## src/rtl/max_scan_if.sv

```systemverilog
// max_scan_if: handshake/result bundle for max_scan_ctrl.
//   start, in_valid, in_data        : requester -> scanner
//   in_ready, busy, done            : scanner status
//   max_value, max_index, is_unique : result of the last completed scan
// The "unique" result is carried as is_unique because unique is a
// reserved word in SystemVerilog.
interface max_scan_if #(
    parameter int IDX_W = 2
);
    logic             start;
    logic             in_valid;
    logic [31:0]      in_data;
    logic             in_ready;
    logic             busy;
    logic             done;
    logic [31:0]      max_value;
    logic [IDX_W-1:0] max_index;
    logic             is_unique;

    modport master (
        output start, in_valid, in_data,
        input  in_ready, busy, done, max_value, max_index, is_unique
    );

    modport slave (
        input  start, in_valid, in_data,
        output in_ready, busy, done, max_value, max_index, is_unique
    );
endinterface

```

## src/rtl/max_scan_ctrl.sv

```systemverilog
// max_scan_ctrl: finds the float32 element of largest magnitude in a scan
// of N elements, reporting its original bits, arrival index, and whether
// the maximum magnitude occurred only once.
// Ports:
//   clk   : clock, rising edge
//   rst_n : synchronous active-low reset
//   bus   : max_scan_if.slave (start / in_valid / in_data in;
//           in_ready / busy / done / max_value / max_index / is_unique out)
module max_scan_ctrl #(
    parameter int N     = 4,
    parameter int IDX_W = 2
) (
    input  logic     clk,
    input  logic     rst_n,
    max_scan_if.slave bus
);
    typedef enum logic [1:0] {IDLE, LOAD, DONE} state_t;

    state_t           state;
    logic [IDX_W-1:0] count;
    logic [31:0]      wmax;
    logic [IDX_W-1:0] widx;
    logic             wtie;

    logic [31:0]      res_max;
    logic [IDX_W-1:0] res_idx;
    logic             res_uniq;

    logic [31:0]      nmax;
    logic [IDX_W-1:0] nidx;
    logic             ntie;
    logic             accept;

    assign accept = (state == LOAD) && bus.in_valid;

    // Working values after folding in the current element. Bits [30:0]
    // compared as one unsigned number order by exponent, then mantissa,
    // which gives the raw-magnitude ordering with the sign dropped.
    always_comb begin
        nmax = wmax;
        nidx = widx;
        ntie = wtie;
        if (count == '0) begin
            nmax = bus.in_data;
            nidx = '0;
            ntie = 1'b0;
        end else if (bus.in_data[30:0] > wmax[30:0]) begin
            nmax = bus.in_data;
            nidx = count;
            ntie = 1'b0;
        end else if (bus.in_data[30:0] == wmax[30:0]) begin
            ntie = 1'b1;  // earliest element keeps the index
        end
    end

    always_ff @(posedge clk) begin
        if (!rst_n) begin
            state    <= IDLE;
            count    <= '0;
            wmax     <= '0;
            widx     <= '0;
            wtie     <= 1'b0;
            res_max  <= '0;
            res_idx  <= '0;
            res_uniq <= 1'b0;
        end else begin
            case (state)
                IDLE: begin
                    // in_valid is ignored here, even alongside start
                    if (bus.start) begin
                        state <= LOAD;
                        count <= '0;
                    end
                end
                LOAD: begin
                    if (accept) begin
                        wmax <= nmax;
                        widx <= nidx;
                        wtie <= ntie;
                        if (count == IDX_W'(N - 1)) begin
                            // Results are published only here, so they
                            // never expose a partial scan.
                            state    <= DONE;
                            res_max  <= nmax;
                            res_idx  <= nidx;
                            res_uniq <= ~ntie;
                        end else begin
                            count <= count + 1'b1;
                        end
                    end
                end
                DONE:    state <= IDLE;
                default: state <= IDLE;
            endcase
        end
    end

    assign bus.in_ready  = (state == LOAD);
    assign bus.busy      = (state != IDLE);
    assign bus.done      = (state == DONE);
    assign bus.max_value = res_max;
    assign bus.max_index = res_idx;
    assign bus.is_unique = res_uniq;
endmodule

```

## src/flat_wrapper.sv

```systemverilog
// flat-port wrapper written by rule: the top's interface ports become plain ports
module max_scan_ctrl_flat 
#(
    parameter int N     = 4,
    parameter int IDX_W = 2
)
  (clk, rst_n, bus_start, bus_in_valid, bus_in_data, bus_in_ready, bus_busy, bus_done, bus_max_value, bus_max_index, bus_is_unique);
  max_scan_if #(.IDX_W(IDX_W)) bus_i ();
  input  logic clk;
  input  logic rst_n;
  input wire logic [$bits(bus_i.start)-1:0] bus_start;
  input wire logic [$bits(bus_i.in_valid)-1:0] bus_in_valid;
  input wire logic [$bits(bus_i.in_data)-1:0] bus_in_data;
  output wire logic [$bits(bus_i.in_ready)-1:0] bus_in_ready;
  output wire logic [$bits(bus_i.busy)-1:0] bus_busy;
  output wire logic [$bits(bus_i.done)-1:0] bus_done;
  output wire logic [$bits(bus_i.max_value)-1:0] bus_max_value;
  output wire logic [$bits(bus_i.max_index)-1:0] bus_max_index;
  output wire logic [$bits(bus_i.is_unique)-1:0] bus_is_unique;
  assign bus_i.start = bus_start;
  assign bus_i.in_valid = bus_in_valid;
  assign bus_i.in_data = bus_in_data;
  assign bus_in_ready = bus_i.in_ready;
  assign bus_busy = bus_i.busy;
  assign bus_done = bus_i.done;
  assign bus_max_value = bus_i.max_value;
  assign bus_max_index = bus_i.max_index;
  assign bus_is_unique = bus_i.is_unique;
  max_scan_ctrl #(.N(N), .IDX_W(IDX_W)) u_core (.clk(clk), .rst_n(rst_n), .bus(bus_i));
endmodule
```

## config.mk

```make
export PLATFORM = sky130hd
export DESIGN_NAME = max_scan_ctrl_flat
export DESIGN_NICKNAME = d
export VERILOG_FILES = /design/src/rtl/max_scan_if.sv /design/src/rtl/max_scan_ctrl.sv /design/src/flat_wrapper.sv
export SDC_FILE = /design/constraint.sdc
export NUM_CORES = 1
export LEC_CHECK = 0
export ABC_AREA = 1
export BUFFER_PORTS_ARGS = -buffer_cell sky130_fd_sc_hd__buf_4
export CAP_MARGIN = 20
export CORE_UTILIZATION = 50
export DETAILED_ROUTE_END_ITERATION = 7
export PLACE_DENSITY = 0.75
export SETUP_SLACK_MARGIN = 0.05
export SYNTH_ARGS = -nofsm -noshare
export SYNTH_HDL_FRONTEND = slang
export SYNTH_SLANG_ARGS = --single-unit
export TNS_END_PERCENT = 20
```

## constraint.sdc

```tcl
create_clock -name clk -period 1.89 [get_ports clk]
set_input_delay 0.189 -clock clk [delete_from_list [all_inputs] [get_ports clk]]
set_output_delay 0.189 -clock clk [all_outputs]
set_load 0.02 [all_outputs]
```

==> results.toml <==
[setup_path]
cp-end-kind = "register"
worstSetupStartpointType = "register"
path_max_fanout = 7
slowest_delay_ns = 0.35
timing.critical_path.cells = "inv_2 -> ha_1 -> nand2_1 -> inv_2 -> nand2_2 -> nand2_2 -> a21oi_2 -> nand2_1 -> nand2_1 -> nand2_2 -> nand2_4 -> nand2_8 -> buf_12 -> nand2_2 -> nand3_1 -> nand2_1 -> inv_1"
cp.required_ns = 2.15
critPathArrivalTime_ns = 2.44
worstSetupPathType = "register to register"
crit_path_top_delay_cell = "sky130_fd_sc_hd__dfxtp_2"

[timing]
unrepaired_setup_endpoints_after_global_routing = "true"
fmaxAchievable_mhz = 458.7
report.final.slew_viol_count = 0
setup_viol_count_final = 70
worstMarginPinSlew_ns = 0.4993
period_share = 1.153
hold_viol = 0
max-slew-margin-rel = 0.6651
fin_ws_ns = -0.2901
finalClockSkew_ns = 0.01199
timing.final.crit_period_ns = 2.180

[grt]
global_route.overflow_total = 0
grtUsageTotal = 0.2785
grt_max_degree = 35
vias_in_the_first_global_route = 4248
antenna_found_initial = 0
grt_pass1_wl_mm = 19.34

[synthesis]
synthFlopType = "sky130_fd_sc_hd__dfxtp_1"
yosysMostFrequentCell = "sky130_fd_sc_hd__nand2_1"
ys.warnings.count = 0
syn-num-nets = 704
synth_cell_types = 24
synth_edf_count = 0
syn-mean-instance-area_sq_um = 6.849
synth.top_cells.by_area = "sky130_fd_sc_hd__dfxtp_1 (34%), sky130_fd_sc_hd__nand3_1 (12%), sky130_fd_sc_hd__nand2_1 (11%)"
leading_area_contributor_after_synthesis = "sky130_fd_sc_hd__dfxtp_1"
post-synth-top-area-fraction = 0.3406
synth.yosys.seq_area_share = 0.3406
async_set_reset_flop_share_out_of_synthesis = 0
netlist_top_cells_count = "sky130_fd_sc_hd__nand2_1 (131), sky130_fd_sc_hd__inv_1 (122), sky130_fd_sc_hd__nand3_1 (106)"
post_synth_inst_count = 635
syn-cell-area_sq_mm = 0.004349
yosys_register_bits = 74

[layout]
multiInputGateArea_sq_mm = 0.002978
antenna_cells_inserted = 0
final_design_area_no_fill_sq_mm = 0.006389
final_cells = 858
design.final.nets = 817
sequential_cell_area_sq_mm = 0.001511
areaGrowthSynthToFinish_pct = 46.89
nFillCells = 527
final_layout_size_suffix_gt1_frac = 0.4316

[route]
via_count_of_the_routed_design = 4619
wl_mm = 13.50
initialDrtViolationCount = 218
route.detailed.wl_per_inst_microns = 15.74
postRouteAntennaNets = 0
drc_errors = 0
drt_pass1_iterations = 5
vias_per_cell = 5.383

[clock_network]
cts_max_level = 3
clock-sinks = 74
cts_inserted_buffers = 9
max-clock-path-buffers = 2
cts_root_buffer = "sky130_fd_sc_hd__clkbuf_8"
cts_tree = "yes"
worst_skew_pair.late_latency_ns = 0.36
path_clk_slew_ns = 0.08

[pwr]
maximum_vdd_drop_v = 0.0004316
powerDensity_mw_per_mm2 = 596.5
cell_leakage_power_nw = 3.088

[floorplan]
core.rowCount = 33
overall_die_width_microns = 95.27
initial_standard_cell_utilization_of_the_core = 0.5240
ioPinCount = 74
design.core.area_sq_mm = 0.008299
die_height_microns = 95.27
fp.dieArea_sq_mm = 0.009075

[status]
outcome = "finished, violations left"
violations = "setup timing"

[place]
dp.cells = 823
gp_weighted_congestion = 0.8352
place.port_buffers = 73
post_dp_hpwl_mm = 7.691
post_dp_cell_area_sq_mm = 0.005294

[min_path]
hold_class = "input port to register"

[run]
maxCapViolCount = 0
-- final timing paths --
check / cells past startpoint / slack (ns) / end / from
worst min register to register: 2 / 0.52 / u_core.count[1]$_SDFFE_PN0P_ / u_core.count[1]$_SDFFE_PN0P_
worst max register to register: 17 / -0.29 / u_core.wmax[24]$_SDFFE_PN0P_ / u_core.wmax[9]$_SDFFE_PN0P_
worst max-delay path: 17 / -0.29 / u_core.wmax[24]$_SDFFE_PN0P_ / u_core.wmax[9]$_SDFFE_PN0P_
worst min-delay path: 5 / 0.13 / u_core.bus.max_value[31]$_SDFFE_PN0P_ / bus_in_data[31]
-- per-stage QoR --
step                      setup slack [ns]  total power, W  TNS [ns]  hold slack [ns]    util
after global routing               -0.3713        0.003977    -21.13           0.1421  0.7698
after CTS                          -0.1353        0.003639    -6.561           0.1247  0.7224
after global placement             -0.1746        0.002394    -9.914           0.4702  0.6379
final                              -0.2901        0.003811    -15.04           0.1319  0.7698
after detailed placement           -0.2221        0.002417    -13.14           0.4959  0.6379
after floorplan                    0.04981        0.002118         0           0.3777       -
-- routing by layer --
| layer | vias up | track usage | part of all wire |
|---|---|---|---|
| li1 | 2240 | - | - |
| met1 | 2166 | 0.3275 | 0.41 |
| met2 | 174 | 0.4946 | 0.51 |
| met3 | 39 | 0.03589 | 0.054 |
| met4 | 0 | 0.1364 | 0.032 |
| met5 | - | 0 | 0 |
-- kinds of logic after synthesis --
family,after synthesis,share of synthesized area
AOI/OAI and AO/OA,91,0.1263
adders and majority gates,33,0.09494
buffers and inverters,157,0.1441
DFF,74,0.3406
and+or+nand+nor,280,0.2940
-- sequential cells by signal, summed over array words and instances (netlist names) --
| register | count |
|---|---|
| u_core.bus.max_index | 2 |
| u_core.wmax | 32 |
| u_core.wtie | 1 |
| u_core.count | 2 |
| u_core.state | 2 |
| u_core.widx | 2 |
| u_core.bus.max_value | 32 |
| u_core.bus.is_unique | 1 |
-- layout by cell type (no fill, tap or decap), types with 10 or more instances in the layout --
cell,Yosys,layout
sky130_fd_sc_hd__dfxtp_1,74,50
sky130_fd_sc_hd__nand3_2,0,39
sky130_fd_sc_hd__nand2_2,21,29
sky130_fd_sc_hd__ha_1,33,10
sky130_fd_sc_hd__nand2_1,131,104
sky130_fd_sc_hd__ha_4,0,23
sky130_fd_sc_hd__nand3_1,106,66
sky130_fd_sc_hd__clkbuf_8,0,10
sky130_fd_sc_hd__nand2_4,2,20
sky130_fd_sc_hd__dfxtp_2,0,24
sky130_fd_sc_hd__inv_2,1,26
sky130_fd_sc_hd__buf_4,3,123
sky130_fd_sc_hd__inv_1,122,97
sky130_fd_sc_hd__o21a_1,34,34
sky130_fd_sc_hd__a21oi_1,47,42
-- power breakdown --
part           total (W)  leakage, nW  switching [W]  internal (W)
registers        0.00167        0.611      0.0000424       0.00162
logic            0.00102         2.39       0.000572      0.000448
clock network    0.00112       0.0872       0.000615      0.000509
total            0.00381         3.09        0.00123       0.00258
-- final cells by class --
cell class / instances / share of cell area
Clock buffer: 13 / 0.02331
Clock inverter: 3 / 0.002350
Inverter: 126 / 0.07403
Multi-Input combinational cell: 404 / 0.4661
Sequential cell: 74 / 0.2366
Tap cell: 105 / 0.02056
Timing Repair Buffer: 133 / 0.1770
-- worst max-delay path: cells and delay by family, from the launching register on --
kind | cells | cell delay [ns]
and+or+nand+nor | 11 | 1.00
adders and majority gates | 1 | 0.28
buffers and inverters | 4 | 0.33
AOI/OAI and AO/OA | 1 | 0.15
DFF | 1 | 0.35
-- repair_timing --
item	4_1_cts	5_1_grt
cloned	2	2
pin swaps	17	37
endpoints found under the setup margin	70	70
hold buffers	0	0
resized for setup	101	71
setup buffers	11	6
No activity file was read; power rests on OpenSTA's default activity.
